## src/rtl/seq_alu.sv

```systemverilog
// seq_alu: handshaked four-op ALU (mul, cmp, add, shifted sub) on WIDTH-bit operands.
// Multiply runs a WIDTH-cycle shift-add engine producing the full 2*WIDTH product;
// cmp/add/sub complete on the accepting edge and report done one cycle later.
//
// Handshake: a request is the pair (start, busy). start is accepted on a rising
// edge only when busy=0; op/x/y are sampled on that same edge. start while busy=1
// is dropped, not queued. done pulses for exactly one cycle when f/hi/cout/overflow
// carry a fresh result; those outputs then hold until the next result is written.
// busy is low in the done cycle, so a new request may be issued back-to-back.
module seq_alu #(
    parameter int WIDTH     = 5,
    parameter int SUB_SHIFT = 2
) (
    input  logic             clk,
    input  logic             rst_n,
    input  logic             start,
    input  logic [1:0]       op,
    input  logic [WIDTH-1:0] x,
    input  logic [WIDTH-1:0] y,
    output logic             busy,
    output logic             done,
    output logic [WIDTH-1:0] f,
    output logic [WIDTH-1:0] hi,
    output logic             cout,
    output logic             overflow,
    output logic             dbg_state
);

    localparam int CW = $clog2(WIDTH + 1);
    localparam logic [CW-1:0]    CNT_LAST = CW'(WIDTH - 1);
    localparam logic [CW-1:0]    CNT_ONE  = CW'(1);
    localparam logic [WIDTH-1:0] W_ONE    = WIDTH'(1);

    localparam logic [1:0] OP_MUL = 2'b00;
    localparam logic [1:0] OP_CMP = 2'b01;
    localparam logic [1:0] OP_ADD = 2'b10;
    localparam logic [1:0] OP_SUB = 2'b11;

    typedef enum logic {
        S_IDLE = 1'b0,
        S_MUL  = 1'b1
    } state_t;

    state_t state_q, state_d;

    logic [CW-1:0]      cnt_q, cnt_d;
    logic [2*WIDTH-1:0] mcand_q, mcand_d;
    logic [WIDTH-1:0]   mplier_q, mplier_d;
    logic [2*WIDTH-1:0] acc_q, acc_d;
    logic               busy_q, busy_d;
    logic               done_q, done_d;
    logic [WIDTH-1:0]   f_q, f_d;
    logic [WIDTH-1:0]   hi_q, hi_d;
    logic               cout_q, cout_d;
    logic               ovf_q, ovf_d;

    // Single-cycle datapath values computed straight from the live operands.
    logic [WIDTH-1:0]   y_sh;
    logic [WIDTH-1:0]   neg_y;
    logic [WIDTH:0]     add_sum;
    logic [WIDTH:0]     sub_sum;
    logic [2*WIDTH-1:0] prod_next;

    // Operand arithmetic: add, two's-complement of the shifted y, and one multiply step.
    always_comb begin
        y_sh      = y << SUB_SHIFT;
        neg_y     = ~y_sh + W_ONE;
        add_sum   = {1'b0, x} + {1'b0, y};
        sub_sum   = {1'b0, x} + {1'b0, neg_y};
        prod_next = acc_q + (mplier_q[0] ? mcand_q : '0);
    end

    // Next-state and result logic for the IDLE/MUL controller.
    always_comb begin
        state_d  = state_q;
        cnt_d    = cnt_q;
        mcand_d  = mcand_q;
        mplier_d = mplier_q;
        acc_d    = acc_q;
        busy_d   = busy_q;
        done_d   = 1'b0;
        f_d      = f_q;
        hi_d     = hi_q;
        cout_d   = cout_q;
        ovf_d    = ovf_q;

        case (state_q)
            S_IDLE: begin
                if (start) begin
                    case (op)
                        OP_MUL: begin
                            state_d  = S_MUL;
                            busy_d   = 1'b1;
                            cnt_d    = '0;
                            mcand_d  = {{WIDTH{1'b0}}, x};
                            mplier_d = y;
                            acc_d    = '0;
                        end
                        OP_CMP: begin
                            f_d    = '0;
                            hi_d   = '0;
                            cout_d = (x > y);
                            ovf_d  = 1'b0;
                            done_d = 1'b1;
                        end
                        OP_ADD: begin
                            {cout_d, f_d} = add_sum;
                            hi_d   = '0;
                            // Overflow judged on the freshly computed sum, not f_q.
                            ovf_d  = (x[WIDTH-1] == y[WIDTH-1]) &&
                                     (add_sum[WIDTH-1] != x[WIDTH-1]);
                            done_d = 1'b1;
                        end
                        OP_SUB: begin
                            {cout_d, f_d} = sub_sum;
                            hi_d   = '0;
                            ovf_d  = (x[WIDTH-1] == neg_y[WIDTH-1]) &&
                                     (sub_sum[WIDTH-1] != x[WIDTH-1]);
                            done_d = 1'b1;
                        end
                    endcase
                end
            end
            S_MUL: begin
                // One multiplier bit per cycle, LSB first; multiplicand walks left.
                acc_d    = prod_next;
                mcand_d  = mcand_q << 1;
                mplier_d = mplier_q >> 1;
                cnt_d    = cnt_q + CNT_ONE;
                if (cnt_q == CNT_LAST) begin
                    {hi_d, f_d} = prod_next;
                    cout_d  = |prod_next[2*WIDTH-1:WIDTH];
                    ovf_d   = 1'b0;
                    done_d  = 1'b1;
                    busy_d  = 1'b0;
                    state_d = S_IDLE;
                end
            end
            default: state_d = S_IDLE;
        endcase
    end

    // State, engine and result registers; reset aborts any multiply in flight.
    always_ff @(posedge clk or negedge rst_n) begin
        if (!rst_n) begin
            state_q  <= S_IDLE;
            cnt_q    <= '0;
            mcand_q  <= '0;
            mplier_q <= '0;
            acc_q    <= '0;
            busy_q   <= 1'b0;
            done_q   <= 1'b0;
            f_q      <= '0;
            hi_q     <= '0;
            cout_q   <= 1'b0;
            ovf_q    <= 1'b0;
        end else begin
            state_q  <= state_d;
            cnt_q    <= cnt_d;
            mcand_q  <= mcand_d;
            mplier_q <= mplier_d;
            acc_q    <= acc_d;
            busy_q   <= busy_d;
            done_q   <= done_d;
            f_q      <= f_d;
            hi_q     <= hi_d;
            cout_q   <= cout_d;
            ovf_q    <= ovf_d;
        end
    end

    assign busy      = busy_q;
    assign done      = done_q;
    assign f         = f_q;
    assign hi        = hi_q;
    assign cout      = cout_q;
    assign overflow  = ovf_q;
    assign dbg_state = state_q;

endmodule

```

## config.mk

```make
export PLATFORM = sky130hd
export DESIGN_NAME = seq_alu
export DESIGN_NICKNAME = d
export VERILOG_FILES = /design/src/rtl/seq_alu.sv
export SDC_FILE = /design/constraint.sdc
export NUM_CORES = 1
export LEC_CHECK = 0
export ABC_AREA = 1
export BUFFER_PORTS_ARGS = -buffer_cell sky130_fd_sc_hd__buf_2
export CAP_MARGIN = 10
export CORE_AREA = 5 5 76 78
export CTS_CLUSTER_SIZE = 10
export DETAILED_ROUTE_END_ITERATION = 16
export DIE_AREA = 0 0 81 83
export GPL_ROUTABILITY_DRIVEN = 0
export MAX_ROUTING_LAYER = met4
export PLACE_DENSITY = 0.78
export SLEW_MARGIN = 20
export SYNTH_ARGS = -nofsm -noshare
export SYNTH_HDL_FRONTEND = slang
export SYNTH_SLANG_ARGS = --single-unit
export TNS_END_PERCENT = 1
```

## constraint.sdc

```tcl
create_clock -name clk -period 2.7 [get_ports clk]
set_clock_uncertainty 0.15 [all_clocks]
set_input_delay 0.54 -clock clk [delete_from_list [all_inputs] [get_ports clk]]
set_output_delay 0.54 -clock clk [all_outputs]
set_load 0.05 [all_outputs]
```

==> flow_summary_export.csv <==
group,metric,value,unit
critical_path,crit_fanout,11,
critical_path,timing.critical_path.cells,"nand2_1, inv_1, ha_1, fa_1, nand2_1, nand2_1, and2_1, or2_0, nand3_1, nand2_1, a21oi_1, nor2_1",
critical_path,cpLargestDelayFamily,"simple AND/OR/NAND/NOR gates",
grt,antenna_found_initial,0,
clocking,cts-resized-gates,0,
logic_synthesis,yosys.area.top_type,"dfrtp_1",
timing,grt_setup_unrepaired,"false",
route,drt-initial-drc-count,174,
cells_and_area,antennaDiodeCount,0,
route,wl_per_cell,13.3,um
floorplanning,core-area,5010,sq um
route,drt_pass1_iterations,5,
floorplanning,ioPinCount,30,
power_and_ir_drop,leakage,0.00184,uW
place,placed_cell_area,3080,sq um
logic_synthesis,syn_avg_cell_area,7.37,sq um
logic_synthesis,yosys_most_used_dff,"dfrtp_1",
logic_synthesis,ys_async_sr_fraction,100,%
floorplanning,chipWidth,81,um
place,port-buffer-count,29,
critical_path,critical_path_class,"reg -> reg",
critical_path,cp_data_arrival_time,2.40,ns
grt,grt_max_degree,27,
place,place_inst,482,
logic_synthesis,yosysWarnings,0,
timing,fin_hold_ws,0.0160,ns
logic_synthesis,yosysTopAreaCellShare,37.7,%
timing,fin_crit,2.37,ns
critical_path,crit_path_start_kind,"flip-flop",
cells_and_area,fin_util,63.6,%
timing,finalHoldViolCount,0,
timing,setup_viol,0,
cells_and_area,nets,462,
route,drtAntennaViolNets,0,
critical_path,cp_common_cell,"nand2_1",
worst_hold_path,hold_path_class,"in -> async",
logic_synthesis,synth_area,2850,sq um
clocking,post_cts_buffers,0,
power_and_ir_drop,power_density,1190,nW/um^2
logic_synthesis,ys_types,32,
floorplanning,chipHeight,83,um
floorplanning,die-area,6720,sq um
logic_synthesis,synth_most_common_cell,"nand2_1",
grt,grt_pass1_wl,11600,um
cells_and_area,area_growth,11.8,%
clocking,htreeDepth,2,
logic_synthesis,synth_commonest_cells,"123 x nand2_1, 54 x inv_1, 43 x dfrtp_1",
critical_path,end_kind,"flip-flop",
critical_path,r2r_slack,0.33,ns
clocking,clkTransAtPathRegs,0.09,ns
route,dr_total_vias,2550,
place,dp_hpwl,5230,um
run_status,status,"finished clean",
critical_path,worstReg2RegStart,"mplier_q[0]",
route,drt_wl_total,6540,um
cells_and_area,instances_no_fill,490,
timing,tns,0,ns
critical_path,worst-r2r-cell-count,12,
grt,grt_pass1_vias,2540,
clocking,cts.sinks,43,
critical_path,slowest_delay,0.49,ns
timing,tightestPinTransition,0.451,ns
critical_path,path_buf_inv,1,
timing,fin_crit_sh,87.6,%
logic_synthesis,ys_seq_elements,43,
cells_and_area,drive_gt1_share,12.4,%
timing,max_freq,423,MHz
timing,relSlewSlack,69.9,%
job,cap_violations,0,
logic_synthesis,synth_edf_count,0,
logic_synthesis,ys_seq_area_share,37.7,%
floorplanning,start_util,56.9,%
clocking,hold_buffers,0,
clocking,clk_latency,0.29,ns
route,via_per_inst,5.20,
logic_synthesis,synth_nets,430,
power_and_ir_drop,max-vdd-ir-drop,0.539,mV
route,drc,0,
clocking,root_buffer,"clkbuf_8",
critical_path,cp_data_required_time,2.73,ns
floorplanning,row_count,26,
grt,grt_overflow_total,0,
clocking,cts_max_path_buffers,2,
clocking,numCtsBuffers,5,
logic_synthesis,synthCells,387,
logic_synthesis,synth_area_leaders,"dfrtp_1 38%, nand2_1 16%, ha_1 11%",
critical_path,cp_slowest_cell,"dfrtp_1",
critical_path,r2r-end,"f[4]",
timing,maxSlewViolCount,0,
clocking,cts_tree,"yes",
grt,grt_usage,22.0,%
cells_and_area,finalInstanceArea,3190,sq um
[layout by cell type (no fill, tap or decap), drive strengths merged, types with 4 or more instances in the layout]
| cell | Yosys | routed |
|---|---|---|
| buf | 5 | 34 |
| or2 | 5 | 5 |
| a21oi | 17 | 17 |
| o22ai | 13 | 13 |
| nor2 | 35 | 35 |
| xor2 | 4 | 4 |
| dfrtp | 43 | 43 |
| inv | 57 | 57 |
| clkbuf | 4 | 5 |
| nand3 | 28 | 28 |
| o21ai | 11 | 11 |
| ha | 25 | 25 |
| nand2 | 124 | 124 |
[state kept, by name, indices dropped and copies added (netlist names)]
signal	count
acc_q	10
mcand_q	10
f	5
hi	5
mplier_q	5
cnt_q	3
busy	1
cout	1
dbg_state	1
done	1
overflow	1
[worst register-to-register path, cell delays in order (launching register included)]
cell     delay [ns]
dfrtp_1        0.49
nand2_1        0.11
inv_1          0.04
ha_1           0.21
fa_1           0.40
nand2_1        0.10
nand2_1        0.10
and2_1         0.16
or2_0          0.19
nand3_1        0.09
nand2_1        0.06
a21oi_1        0.12
nor2_1         0.05
[final cells by class]
| cell class | instances | area, sq um |
|---|---|---|
| sequential | 43 | 1080 |
| clock inverter | 3 | 43.8 |
| fill | 481 | 1820 |
| tap | 70 | 87.6 |
| timing repair buffer | 34 | 183 |
| clock buffer | 5 | 68.8 |
| multi-input combinational | 277 | 1510 |
| inverter | 58 | 218 |
[logic make-up after synthesis]
group	Yosys count	share of synthesized area [%]
compound gates	47	9.96
xor+xnor	5	1.54
fa+ha+maj	28	13.1
buf+inv	67	9.26
flops	43	37.7
simple gates	197	28.4
[report_power, final]
part | leakage [uW] | total [uW] | internal [uW] | switching [uW]
registers | 0.000534 | 1150 | 945 | 202
clock network | 0.0000581 | 504 | 276 | 228
logic | 0.00124 | 2140 | 691 | 1450
total | 0.00184 | 3790 | 1910 | 1880
[per-layer routing]
| metal | track usage, % | up-vias | share of wire (%) |
|---|---|---|---|
| li1 | - | 1286 | - |
| met1 | 29.0 | 1180 | 44 |
| met2 | 36.1 | 76 | 50 |
| met3 | 3.25 | 8 | 5.3 |
| met4 | 3.84 | 0 | 0.90 |
| met5 | - | - | 0 |
[worst max path at each step]
stage	start	endpoint	slack, ns	depth (start not counted)
CTS	mplier_q[0]	f[4]	0.35	12
floorplan	mplier_q[0]	f[4]	0.45	13
global placement	mplier_q[0]	f[4]	0.45	12
global route	mplier_q[0]	f[4]	0.18	12
finish	mplier_q[0]	f[4]	0.33	12
detailed placement	mplier_q[0]	f[4]	0.37	12
[through the flow]
step / setup WS, ns / power [uW]
floorplan: 0.452 / 2750
global placement: 0.448 / 3220
detailed placement: 0.368 / 3290
CTS: 0.352 / 3800
global route: 0.180 / 4140
finish: 0.334 / 3790
No activity file was read; power rests on OpenSTA's default activity.
